==> config.mk <==
export PLATFORM = sky130hd
export DESIGN_NAME = spi_slave_rx_lanes
export DESIGN_NICKNAME = d
export VERILOG_FILES = /design/src/rtl/spi_slave_rx_lanes_pkg.sv /design/src/rtl/spi_slave_rx_shifter.sv /design/src/rtl/spi_slave_rx_lanes.sv
export SDC_FILE = /design/constraint.sdc
export NUM_CORES = 1
export LEC_CHECK = 0
export BUFFER_PORTS_ARGS = -buffer_cell sky130_fd_sc_hd__clkbuf_2
export CORE_MARGIN = 1.5
export CORE_UTILIZATION = 35
export DETAILED_ROUTE_END_ITERATION = 16
export PLACE_DENSITY = 0.64
export RECOVER_POWER = 100
export SLEW_MARGIN = 10
export SYNTH_ARGS = -nofsm -noshare
export SYNTH_HDL_FRONTEND = slang
export SYNTH_SLANG_ARGS = --single-unit
==> constraint.sdc <==
create_clock -name sclk -period 5.1 [get_ports sclk]
set_input_delay 1.275 -clock sclk [delete_from_list [all_inputs] [get_ports sclk]]
set_output_delay 1.275 -clock sclk [all_outputs]
set_load 0.005 [all_outputs]
==> src/rtl/spi_slave_rx_lanes_pkg.sv <==
// Shared types and constants for the SPI slave receive datapath.
package spi_slave_pkg;

   typedef enum logic [1:0] {
      OFF,
      RX,
      WAIT
   } rx_state_e;

   localparam logic LANES_SINGLE = 1'b0;
   localparam logic LANES_QUAD   = 1'b1;

   localparam int DEFAULT_CMD_BITS = 8;

endpackage

==> src/rtl/spi_slave_rx_shifter.sv <==
// MSB-first deserialising shift register with clear and 1- or 4-lane shift-in.
// The output is the value the register takes on the coming edge, so the
// caller can capture a word together with the bits of its final edge.
module spi_slave_rx_shifter
   import spi_slave_pkg::*;
#(
   parameter int WIDTH = 32
) (
   input  logic             clk,
   input  logic             rstn,
   input  logic             en,
   input  logic             clr,
   input  logic             quad,
   input  logic [3:0]       sdi,
   output logic [WIDTH-1:0] word
);

   logic [WIDTH-1:0] value;
   logic [WIDTH-1:0] base;

   // Next shift value: start from zero at a word start, then append the lane bits.
   always_comb begin
      base = clr ? '0 : value;
      if (quad == LANES_QUAD) begin
         word = {base[WIDTH-5:0], sdi};
      end else begin
         word = {base[WIDTH-2:0], sdi[0]};
      end
   end

   // Shift register update; holds while not enabled.
   always_ff @(posedge clk) begin
      if (!rstn) begin
         value <= '0;
      end else if (en) begin
         value <= word;
      end
   end

endmodule

==> src/rtl/spi_slave_rx_lanes.sv <==
// SPI slave receive datapath: single/quad-lane deserialiser with programmable
// word length, registered word output and a one-cycle ready strobe.
module spi_slave_rx_lanes
   import spi_slave_pkg::*;
#(
   parameter int DATA_WIDTH = 32,
   parameter int CNT_WIDTH  = 8,
   parameter int CMD_BITS   = DEFAULT_CMD_BITS
) (
   input  logic                  sclk,
   input  logic                  rstn,
   input  logic                  cs,
   input  logic [3:0]            sdi,
   input  logic                  quad_en,
   input  logic [CNT_WIDTH-1:0]  counter_in,
   input  logic                  counter_in_upd,
   output logic [DATA_WIDTH-1:0] data,
   output logic                  data_ready
);

   localparam logic [CNT_WIDTH:0]   DW_EXT     = (CNT_WIDTH+1)'(DATA_WIDTH);
   localparam logic [CNT_WIDTH-1:0] MAX_TARGET = CNT_WIDTH'(DATA_WIDTH - 1);
   localparam logic [CNT_WIDTH-1:0] CMD_TARGET = CNT_WIDTH'(CMD_BITS - 1);

   rx_state_e             state, state_next;
   logic [CNT_WIDTH-1:0]  count, count_next;
   logic [CNT_WIDTH-1:0]  target, target_next;
   logic                  quad, quad_next;
   logic [DATA_WIDTH-1:0] data_next;
   logic                  ready_next;

   logic [CNT_WIDTH-1:0]  cur_target;
   logic [CNT_WIDTH-1:0]  cur_count;
   logic                  cur_quad;
   logic [CNT_WIDTH:0]    step;
   logic [CNT_WIDTH:0]    sum;
   logic                  done;
   logic [CNT_WIDTH-1:0]  upd_target;

   logic                  shift_en;
   logic                  shift_clr;
   logic                  shift_quad;
   logic [DATA_WIDTH-1:0] shift_word;

   // Saturate the requested length to the word width; quad words round up to whole nibbles.
   function automatic logic [CNT_WIDTH-1:0] eff_target(input logic [CNT_WIDTH-1:0] len,
                                                       input logic               q);
      logic [CNT_WIDTH-1:0] t;
      t = ({1'b0, len} >= DW_EXT) ? MAX_TARGET : len;
      if (q == LANES_QUAD) begin
         t[1:0] = 2'b11;
      end
      return t;
   endfunction

   assign upd_target = eff_target(counter_in, quad_en);

   spi_slave_rx_shifter #(
      .WIDTH(DATA_WIDTH)
   ) u_shifter (
      .clk  (sclk),
      .rstn (rstn),
      .en   (shift_en),
      .clr  (shift_clr),
      .quad (shift_quad),
      .sdi  (sdi),
      .word (shift_word)
   );

   // Next-state logic: frame control, word length tracking and word capture.
   always_comb begin
      state_next  = state;
      count_next  = count;
      target_next = target;
      quad_next   = quad;
      data_next   = data;
      ready_next  = 1'b0;
      shift_en    = 1'b0;
      shift_clr   = 1'b0;

      cur_target = target;
      cur_quad   = quad;
      cur_count  = count;
      if (state == OFF) begin
         cur_target = CMD_TARGET;
         cur_quad   = LANES_SINGLE;
         cur_count  = '0;
      end
      shift_quad = cur_quad;
      step       = (cur_quad == LANES_QUAD) ? (CNT_WIDTH+1)'(4) : (CNT_WIDTH+1)'(1);
      sum        = {1'b0, cur_count} + step;
      done       = sum > {1'b0, cur_target};

      if (cs) begin
         state_next  = OFF;
         count_next  = '0;
         target_next = CMD_TARGET;
         quad_next   = LANES_SINGLE;
      end else begin
         case (state)
            OFF, RX: begin
               shift_en    = 1'b1;
               shift_clr   = (cur_count == '0);
               target_next = cur_target;
               quad_next   = cur_quad;
               if (done) begin
                  data_next  = shift_word;
                  ready_next = 1'b1;
                  count_next = '0;
                  if (counter_in_upd && state == RX) begin
                     target_next = upd_target;
                     quad_next   = quad_en;
                     state_next  = RX;
                  end else begin
                     state_next = WAIT;
                  end
               end else begin
                  count_next = sum[CNT_WIDTH-1:0];
                  state_next = RX;
                  if (counter_in_upd && state == RX) begin
                     target_next = upd_target;
                     quad_next   = quad_en;
                  end
               end
            end
            WAIT: begin
               if (counter_in_upd) begin
                  target_next = upd_target;
                  quad_next   = quad_en;
                  count_next  = '0;
                  state_next  = RX;
               end
            end
            default: begin
               state_next = OFF;
            end
         endcase
      end
   end

   // State, length and output registers with synchronous active-low reset.
   always_ff @(posedge sclk) begin
      if (!rstn) begin
         state      <= OFF;
         count      <= '0;
         target     <= CMD_TARGET;
         quad       <= LANES_SINGLE;
         data       <= '0;
         data_ready <= 1'b0;
      end else begin
         state      <= state_next;
         count      <= count_next;
         target     <= target_next;
         quad       <= quad_next;
         data       <= data_next;
         data_ready <= ready_next;
      end
   end

endmodule

---- After elaboration in Yosys (flattened, before gate mapping) ----
Cells that the tools add are included.
W data, S select, Z words.
word-level totals
  input port bits ......................... 17
  logic and storage cells ................. 51
  output and inout bits ................... 33
  register bits ........................... 83
operators by class
  equal/unequal tests ..................... 3
  muxes and demuxes ....................... 26
  reductions and logical operators ........ 9
  add/sub/neg operators ................... 1
  order comparisons ....................... 2
  bitwise gates (word level) .............. 3
operators by type and width
  operator              number
  $mux W8               7
  $mux W32              1
  $pmux W8 S2           2
  $mux W31              1
  $add A8 B3 Y9         1
  $gt A9 B8 Y1          1
  $ge A8 B6 Y1 const B  1
  $logic_not A8 Y1      1
  $mux W1               8
  $mux W2               4
  $pmux W2 S2           1
  $reduce_or A2 Y1      2
  $mux W3               1
  $not A1 Y1            3
  $reduce_and A3 Y1     1
  $reduce_or A3 Y1      1
  $eq A2 B1 Y1 const B  1
  $eq A2 B2 Y1 const B  1
  $logic_not A2 Y1      1
  $ne A2 B2 Y1 const B  1
  $pmux W1 S2           1
  $reduce_and A2 Y1     1
  $reduce_bool A2 Y1    1
  $logic_and A1 B1 Y1   1

---- Depth between registers and ports, before layout ----
Gate-level depths: netlist of run 1.
  word-level depth ........................ 7
  gate-level depth with buffers ........... 17

---- Modules after synthesis ----
Synthesis of run 1 repeated with hierarchy kept, for this count alone.
unflattened totals
  cell total of the unflattened synthesis .. 477
  area, all modules ....................... 4381.7 sq um
by module, submodules not included
  module                instances  cells an instance  area each (sq um)
  spi_slave_rx_lanes    1          330                2854.0
  spi_slave_rx_shifter  1          147                1527.7

---- Least setup slack after synthesis of run 1 ----
No wires, ideal clock.
  kind .................................... reg-to-reg
  start point ............................. register state[1]
  end point ............................... register data[19]
  setup slack ............................. 1.570 ns
  arrival time ............................ 3.416 ns
  library setup time ...................... 0.114 ns
  stages on the path, launching flop included .. 18
  path buffers ............................ 4
  path through ............................ dfxtp_1 > or2_1 > buf_2 > buf_2 > and2_1 > ha_1 > maj3_2 > nand3_1 > xor2_1 > nor2_1 > ha_1 > a21o_1 > a21oi_1 > o211ai_4 > and2_1 > buf_6 > buf_6 > a21o_1
on the way
  longest elaborated chain between the ends .. 7
  elaborated cells on any way between the ends .. 15
  classes of those cells .................. 1 x add/sub; 1 x order compare; 1 x eq/ne; 8 x mux; 4 x reduce/logical
RTL lines
  element                                                                line                       RTL
  from (decl)                                                            spi_slave_rx_lanes.sv:25   rx_state_e state, state_next;
  from (signal assigned)                                                 spi_slave_rx_lanes.sv:151  state <= state_next;
  parallel branches: the longest is 7 deep, another holds $add A8 B3 Y9  --
  to (signal assigned)                                                   spi_slave_rx_lanes.sv:155  data <= data_next;
  to (decl)                                                              spi_slave_rx_lanes.sv:17   output logic [DATA_WIDTH-1:0] data,
Parallel ways; which one is timed is not known.
A chain may end at the register's enable or synchronous reset.

---- Worst setup path in the final report of run 1 ----
  start point ............................. input port cs
  end point ............................... register u_shifter.value[29]
on the way
  longest elaborated chain between the ends .. 3
  elaborated cells on any way between the ends .. 4
  classes of those cells .................. 4 x mux
RTL lines
  element               line                        RTL
  from (decl)           spi_slave_rx_lanes.sv:12    input logic cs,
  $mux W1               spi_slave_rx_lanes.sv:94    if (cs) begin
  $mux W31              spi_slave_rx_shifter.sv:23  base = clr ? '0 : value;
  $mux W32              spi_slave_rx_shifter.sv:24  if (quad == LANES_QUAD) begin
  to (signal assigned)  spi_slave_rx_shifter.sv:36  value <= word;
  to (decl)             spi_slave_rx_shifter.sv:18  logic [WIDTH-1:0] value;
Several ways; a longest one is shown, not always the timed one.

==> out/metrics.csv, run 1 <==
metric,value,unit
routed_via_density,5.212,
htree_levels,3,
critPathMaxStageDelay,1760,ps
drt_wl_total,10010,µm
gp_congestion,0.8787,
yosys.area.top_type_share,0.3858,
die_y,113.9,µm
endpoint_kind,flop,
slew_headroom,-0.6421,
detailed_place_hpwl,6692,µm
synth_edf_count,0,
crit_chain,clkbuf_1 -> or2_2 -> clkbuf_1 -> nor2_2 -> o31ai_1 -> and2_0,
grt_pass1_wl,17110,µm
r2r-start,state[1],
post_cts_buffers,0,
status,finished with violations,
core,12010,µm²
peakVddDrop,0.1145,mV
rows,40,
syn_inst,500,
grtUsageTotal,0.1643,
grt_pass1_vias,3509,
synthToLayoutAreaGrowth,10.84,%
yosysMostFrequentCell,dfxtp_1,
grt_max_degree,70,
diodes,0,
min_period_over_period,0.8885,
start_util,0.3585,
finalPower,1327,µW
vias,3539,
setup_viol,0,
ys_top_cells_by_count,"dfxtp_1, nand2_1, nor2_1",
crit_required,5380,ps
synth_ff_type,dfxtp_1,
drtPass1Iterations,4,
cp_data_arrival_time,4810,ps
synth_area_leader_cell,dfxtp_1,
wire_per_inst,14.73,µm
avgSynthCellArea,8.613,µm²
max_freq,220.7,MHz
cts_tree,built,
ant_nets,0,
ys_warn_count,0,
drc,0,
synth_cell_types,58,
die_area,12980,µm²
path_class,primary input to flop,
r2r_end,data[12],
cp_max_fo,63,
timing_hold_violations_final,0,
cp.depth,6,
crit_slowest_cell,clkbuf_1,
p_leak,0.002196,µW
grt_overflow,0,
ios,50,
fin_skew,6.483,ps
rsz0062_at_grt,no,
cts_buffers,9,
crit_top_cell,clkbuf_1,
grt_antenna_before_repair,0,
min_period,4531,ps
syn_nets,526,
critPathTopFamily,buffers and inverters,
power_density,278.1,nW/µm²
hp-class,flop to flop,
reg2reg_depth,14,
postCtsHoldBufs,0,
cts_sinks,83,
startpoint,cs,
async_reset_ff_frac,0,
drt-initial-drc-count,194,
cts_buffer_depth,2,
tns,0,ps
violations,"max-capacitance violations, max-slew violations",
worst_pin_slew,2463,ps
cts_resized,0,
reg2reg_setup_slack,580,ps
yosysSeqAreaShare,0.3858,
synthTopCellsByArea,"dfxtp_1, nand2_1, mux2i_1",
numPortBuffers,49,
endpoint,u_shifter.value[29],
ys_ff_latch,83,
path_buf_inv,2,
finalNetCount,553,
cts-root-buf,clkbuf_16,
drive_gt1_frac,0.1071,
clkLatencyLatePin,340,ps
clkTransAtPathRegs,60,ps
report.final.slew_viol_count,64,
critPathLaunchType,primary input,
synth_area,4307,µm²
max_cap_viol_count,1,
die_x,113.9,µm
## area by class of cell
cell class / instances / area (µm²)
inverter: 3 / 11.26
timing repair buffer: 54 / 251.5
multi-input combinational: 376 / 2384
clock inverter: 4 / 25.02
tap: 147 / 183.9
clock buffer: 12 / 256.5
sequential: 83 / 1662
fill: 1216 / 7238
## worst min-delay path by stage
stage               from   endpoint  slack (ps)  cells past startpoint
6_report         data[0]    data[0]         460                      2
5_1_grt        target[7]  target[7]         490                      1
4_1_cts          data[1]    data[1]         460                      2
3_5_place_dp     data[1]    data[1]         440                      2
3_3_place_gp   target[7]  target[7]         450                      1
2_1_floorplan  target[5]  target[5]         430                      1
## registers in the layout, indices dropped and copies added (netlist names)
signal	count
data	32
u_shifter.value	31
count	8
target	8
state	2
data_ready	1
quad	1
## report_power, final
part / switching, µW / internal (µW)
Sequential: 3.33 / 650
Combinational: 44.1 / 14.8
Clock: 260 / 355
## logic make-up after synthesis
logic type      count (synthesis)  share of synthesized area
simple gates                  191                     0.2205
flops                          83                     0.3858
buf+inv                        41                    0.05375
mux                            28                    0.06508
xor+xnor                        8                    0.01627
fa+ha+maj                      10                    0.02876
compound gates                139                     0.2298
## per-layer routing
layer	global-route usage	vias to the layer above	share of wire
li1	-	1815	-
met1	0.2247	1634	0.51
met2	0.2474	70	0.44
met3	0.02763	20	0.034
met4	0.08833	0	0.025
met5	0	-	0
## cell usage in the layout, fill, tap and decap left out, types with 5 or more instances in the layout
master | netlist | final
dfxtp_1 | 83 | 83
and2_0 | 0 | 28
a21boi_0 | 2 | 5
a22o_1 | 8 | 8
clkbuf_16 | 0 | 9
clkbuf_1 | 11 | 24
a21oi_1 | 38 | 38
a21o_1 | 30 | 30
nor2_1 | 39 | 39
nand2b_1 | 5 | 5
clkbuf_2 | 0 | 27
nand2_1 | 79 | 79
mux2i_1 | 28 | 28
o31ai_1 | 27 | 27
and3_1 | 7 | 7
o21ai_0 | 7 | 10
ha_1 | 9 | 9
and2_1 | 33 | 5
## per-stage QoR
stage	std cells	util	hold WS [ps]	area (µm²)	worst slack, ps
2_1_floorplan	500	-	429.6	4307	1570
3_3_place_gp	663	0.3791	447.1	4553	759.4
3_5_place_dp	663	0.3791	439.6	4553	574.4
4_1_cts	679	0.4025	455.5	4835	555.5
5_1_grt	679	0.3974	486.9	4773	123.9
6_report	679	0.3974	463.0	4773	568.6
## tightest hold or removal path: stages (launching register included)
cell     delay [ps]
dfxtp_1         310
nand2_1          50
mux2i_1          50
Note: power is estimated with default switching activity, not from simulation.
==> run 2: changes to the inputs <==
Settings changed: CELL_PAD_IN_SITES_DETAIL_PLACEMENT set to 0, CELL_PAD_IN_SITES_GLOBAL_PLACEMENT set to 1, PLACE_DENSITY 0.64 to 0.77.
==> run 2 against run 1 <==
The run still ends with max-capacitance violations, max-slew violations left. Clock skew is essentially flat. Global-route usage grew 0.081 points. Wire length grew 0.55%. Worst setup slack lost 19 ps. Hold slack lost 2.6 ps. Die area is the same. Via count is essentially flat. Cell count shrank 0.29%. Sequential power is essentially flat. Non-clock buffer count shrank 1. Critical path depth grew 8. Combinational power grew 0.7%.
==> out/metrics.csv, run 2 (synthesis gave the netlist of run 1 again) <==
metric,value,unit,change
status,finished with violations,,
violations,"max-capacitance violations, max-slew violations",,
cts_buffers,9,,unchanged
die_area,12980,µm²,unchanged
finalNetCount,552,,-0.18%
largest_reg_flops,32,,unchanged
postCtsHoldBufs,0,,unchanged
grt_pass1_vias,3482,,-0.77%
startpoint,state[1],,
cts_tree,built,,
detailed_place_hpwl,6869,µm,+2.6%
layout_common_cells,"dfxtp_1, nand2_1, nor2_1",,
timing_hold_violations_final,0,,unchanged
min_period,4550,ps,+18.77 ps
htree_levels,3,,unchanged
reg2reg_depth,14,,unchanged
clkTransAtPathRegs,60,ps,about the same
report.final.slew_viol_count,72,,+13%
wire_per_inst,14.86,µm,+0.85%
start_util,0.3585,,unchanged
critPathLaunchType,flop,,
min_period_over_period,0.8922,,+0.003681
numPortBuffers,49,,unchanged
drt-initial-drc-count,201,,+3.6%
grt_overflow,0,,unchanged
ios,50,,unchanged
grt_pass1_wl,17040,µm,-0.40%
gp_congestion,0.9059,,+3.1%
ant_nets,0,,unchanged
instances_no_fill,677,,-0.29%
drtPass1Iterations,4,,unchanged
final_common_cell,dfxtp_1,,
regMostFlops,data,,
drt_wl_total,10060,µm,+0.55%
whs,460.4,ps,-2.596 ps
grt_max_degree,64,,-8.6%
hp-class,flop to flop,,
cts-root-buf,clkbuf_16,,
setup_viol,0,,unchanged
nFillCells,1238,,+1.8%
cts_buffer_depth,2,,unchanged
cts_sinks,83,,unchanged
peakVddDrop,0.1313,mV,+15%
max_freq,219.8,MHz,-0.41%
layout_top_registers,"data x32, u_shifter.value x31",,
grt_antenna_before_repair,0,,unchanged
path_class,flop to flop,,
drive_gt1_frac,0.1019,,-0.005256
p_leak,0.002190,µW,-0.27%
die_x,113.9,µm,unchanged
min_from,data[0],,
fin_skew,6.307,ps,-0.1764 ps
cts_resized,0,,unchanged
cp_max_fo,33,,-48%
slew_headroom,-0.08384,,+0.5582
diodes,0,,unchanged
grtUsageTotal,0.1651,,+0.0008100
endpoint_kind,flop,,
cp_data_arrival_time,4750,ps,-60 ps
post_cts_buffers,0,,unchanged
endpoint,data[3],,
die_y,113.9,µm,unchanged
r2r_end,data[3],,
synthToLayoutAreaGrowth,10.52,%,
reg2reg_setup_slack,550,ps,-30 ps
rsz0062_at_grt,no,,
rows,40,,unchanged
routed_via_density,5.232,,+0.38%
core,12010,µm²,unchanged
worst_pin_slew,1626,ps,-837.3 ps
r2r-start,state[1],,
clkLatencyLatePin,340,ps,about the same
vias,3542,,+0.085%
max_cap_viol_count,2,,+1
tns,0,ps,unchanged
power_density,275.2,nW/µm²,-1.0%
drc,0,,unchanged
placedCellCount,662,,-0.15%
crit_required,5300,ps,-80 ps
[run 2: worst min path at each step]
stage	to	slack (ps)	depth (start not counted)
after detailed placement	data[1]	450	2
after global routing	data[0]	470	2
after floorplan	target[5]	430	1
after global placement	data[1]	450	2
final	data[0]	460	2
after CTS	data[2]	460	2
[run 2: report_power, final]
part | switching (µW) | leakage [µW] | internal, µW
clock | 259 | 0.000130 | 338
sequential | 3.41 | 0.000669 | 650
combinational | 44.3 | 0.00139 | 15.1
total | 307 | 0.00219 | 1000
[run 2: per-layer routing]
metal	GRT usage	share of wire
met2	0.2534	0.44
met3	0.03401	0.050
met1	0.2250	0.49
met4	0.07083	0.021
met5	0	0
[run 2: area by class of cell]
type	count	area (µm²)	area share
Multi-Input combinational cell	376	2391	0.5024
Sequential cell	83	1662	0.3491
Timing Repair Buffer	53	242.7	0.05100
Clock buffer	10	239.0	0.05021
Tap cell	147	183.9	0.03864
Clock inverter	5	30.03	0.006309
Inverter	3	11.26	0.002366
[run 2: critical path, stage by stage, from the launching register on]
cell and delay [ps]:
dfxtp_1 450, or2_1 540, and2_0 280, ha_1 230, maj3_1 440, nand3_1 140, xor2_1 160, nor2_1 80
ha_1 360, nand3_1 170, nor3_1 120, a21oi_4 720, and2_1 230, buf_4 330, o21ai_0 170
[run 2: stage by stage]
step | setup WS, ps | total power [µW] | util | area, µm²
after floorplan | 1570 | 712.7 | - | 4307
after global placement | 811.5 | 728.0 | 0.3784 | 4546
after detailed placement | 592.4 | 728.6 | 0.3784 | 4546
after CTS | 582.9 | 1323 | 0.4008 | 4815
after global routing | 176.6 | 1354 | 0.3963 | 4760
final | 549.8 | 1310 | 0.3963 | 4760
==> run 3: changes to the inputs <==
Settings changed: GPL_ROUTABILITY_DRIVEN set to 0, PLACE_DENSITY 0.77 to 0.66, SYNTH_HIERARCHICAL set to 1.
==> run 3 against run 2 <==
The flow now finishes without violations. Flip-flop and latch count unchanged. Clock skew up 1.5 ps. Utilization up 1.1 points. Cell count down 0.15%. Clock power up 17%. Hold slack better by 5.3 ps. Non-clock buffer count up 5. Die area up 1.7%. Critical path depth unchanged. Global-route usage up 0.82 points. Wire length up 7.2%. Critical endpoint is now count[3]. Largest cell class unchanged. Highest routed layer unchanged.
==> out/metrics.csv, run 3 <==
metric,value,unit,change
post_cts_buffers,0,,unchanged
seq_area,1662,µm²,unchanged
postCtsHoldBufs,0,,unchanged
drt_wl_total,10780,µm,+7.2%
largest_reg_flops,32,,unchanged
peakVddDrop,0.1229,mV,-6.4%
cts-root-buf,clkbuf_16,,
cts_tree,built,,
ys_warn_count,6,,+6
grtUsageTotal,0.1733,,+0.008225
clkLatencyLatePin,340,ps,about the same
nFillCells,1262,,+1.9%
ys_top_cells_by_count,"dfxtp_1, nand2_1, nor2_1",,
rows,40,,unchanged
layout_top_registers,"data x32, u_shifter/value x31",,
diodes,0,,unchanged
finalNetCount,529,,-4.2%
synthTopCellsByArea,"dfxtp_1, mux2i_1, a2bb2oi_1",,
fin_skew,7.785,ps,+1.478 ps
drive_gt1_frac,0.1417,,+0.03985
start_util,0.3618,,+0.003235
syn_inst,477,,-4.6%
yosysSeqAreaShare,0.3792,,-0.006610
synth_area_leader_cell,dfxtp_1,,
min_from,u_shifter/value[28],,
fin_ws,760.7,ps,+210.9 ps
core,12110,µm²,+0.83%
hp-class,flop to flop,,
syn_nets,503,,-4.4%
synth_ff_type,dfxtp_1,,
yosysMostFrequentCell,dfxtp_1,,
grt_pass1_vias,3703,,+6.3%
clkTransAtPathRegs,60,ps,about the same
regMostFlops,data,,
whs,465.8,ps,+5.349 ps
ant_nets,0,,unchanged
endpoint_kind,flop,,
r2r-start,state[1],,
place_ws,1144,ps,+551.7 ps
grt_overflow,0,,unchanged
min_period,4339,ps,-210.9 ps
placed_cell_area,4681,µm²,+3.0%
drtPass1Iterations,4,,unchanged
tns,0,ps,unchanged
setup_viol,0,,unchanged
detailed_place_hpwl,7200,µm,+4.8%
path_class,flop to flop,,
synth_cell_types,51,,-12%
async_reset_ff_frac,0,,unchanged
ios,50,,unchanged
htree_levels,3,,unchanged
cts_resized,0,,unchanged
cts_sinks,83,,unchanged
timing_hold_violations_final,0,,unchanged
vias,3729,,+5.3%
drt-initial-drc-count,201,,unchanged
ys_ff_latch,83,,unchanged
crit_required,5330,ps,+30 ps
yosys.area.top_type_share,0.3792,,-0.006610
synth_area,4382,µm²,+1.7%
critPathLaunchType,flop,,
slew_headroom,0.1023,,+0.1861
min_period_over_period,0.8508,,-0.04135
die_area,13200,µm²,+1.7%
synthToLayoutAreaGrowth,12.65,%,
layout_common_cells,"dfxtp_1, nand2_1, nor2_1",,
final_common_cell,dfxtp_1,,
worst_pin_slew,1347,ps,-279.1 ps
avgSynthCellArea,9.186,µm²,+6.6%
max_cap_viol_count,0,,-2
grt_max_degree,36,,-44%
synth_edf_count,0,,unchanged
wire_per_inst,15.95,µm,+7.3%
cts_buffer_depth,2,,unchanged
final_util,0.4075,,+0.01129
rsz0062_at_grt,no,,
drc,0,,unchanged
max_freq,230.5,MHz,+4.9%
power_density,288.2,nW/µm²,+4.7%
grt_antenna_before_repair,0,,unchanged
numPortBuffers,49,,unchanged
die_x,114.9,µm,+0.85%
grt_pass1_wl,18290,µm,+7.3%
cp_data_arrival_time,4570,ps,-180 ps
status,"finished, final reports clean",,
final_area,4936,µm²,+3.7%
cp_max_fo,32,,-3.0%
cts_buffers,9,,unchanged
p_leak,0.001663,µW,-24%
startpoint,state[1],,
multiInputGateArea,2449,µm²,+2.4%
routed_via_density,5.516,,+5.4%
report.final.slew_viol_count,0,,-100%
die_y,114.9,µm,+0.85%
-- run 3: changes by cell type after synthesis, sizes merged, moves of 28 or more --
| cell | delta |
|---|---|
| a2bb2oi | +32 |
| o311ai | +32 |
| a21o | -29 |
| nand3 | +28 |
| a21oi | -28 |
-- run 3: final cells by class --
class / count / share of cell area
clock buffers: 11 / 0.04715
clock inverters: 5 / 0.01572
inverters: 5 / 0.003802
multi-input cells: 346 / 0.4961
flip-flops and latches: 83 / 0.3366
well taps: 168 / 0.04259
repair buffers: 58 / 0.05805
-- run 3: where the power goes --
group	leakage (µW)	internal, µW	switching (µW)	total (µW)
sequential	0.000670	652	4.30	656
clock	0.000150	428	269	697
combinational	0.000843	23.5	45.8	69.4
total	0.00166	1100	319	1420
-- run 3: logic make-up (layout without fill, tap and decap cells) --
logic type      count (synthesis)  count (layout)  synth area share
xor+xnor                        9               9           0.01799
flops                          83              83            0.3792
compound gates                130             130            0.2619
fa+ha+maj                      12              12           0.03284
buf+inv                        48              79           0.06054
mux                            29              29           0.06625
simple gates                  166             166            0.1813
-- run 3: worst paths after layout --
check                             end  slack (ps)  depth (start not counted)
hold reg to reg   u_shifter/value[28]         470                          1
hold / removal    u_shifter/value[28]         470                          1
setup reg to reg             count[3]         760                         14
setup / recovery             count[3]         760                         14
-- run 3: per-stage QoR --
step	instances	power [µW]
6_report	676	1423
5_1_grt	676	1472
4_1_cts	676	1443
3_5_place_dp	660	741.6
3_3_place_gp	660	740.7
2_1_floorplan	477	722.1
-- run 3: per-layer routing --
| layer | vias up | part of all wire | GRT usage |
|---|---|---|---|
| met1 | 1794 | 0.51 | 0.2356 |
| met3 | 11 | 0.032 | 0.02847 |
| met5 | - | 0 | 0 |
| met2 | 68 | 0.44 | 0.2754 |
| li1 | 1856 | - | - |
| met4 | 0 | 0.016 | 0.06831 |
-- run 3: critical path: stages (launching register included) --
cell	delay, ps
dfxtp_1	480
or2_0	530
and2_0	290
ha_1	230
maj3_1	400
nand2_1	100
xor2_1	150
nor2_1	80
ha_1	340
nand4_1	130
o221a_1	260
a211oi_1	410
buf_4	390
nor2_4	130
a32o_1	290
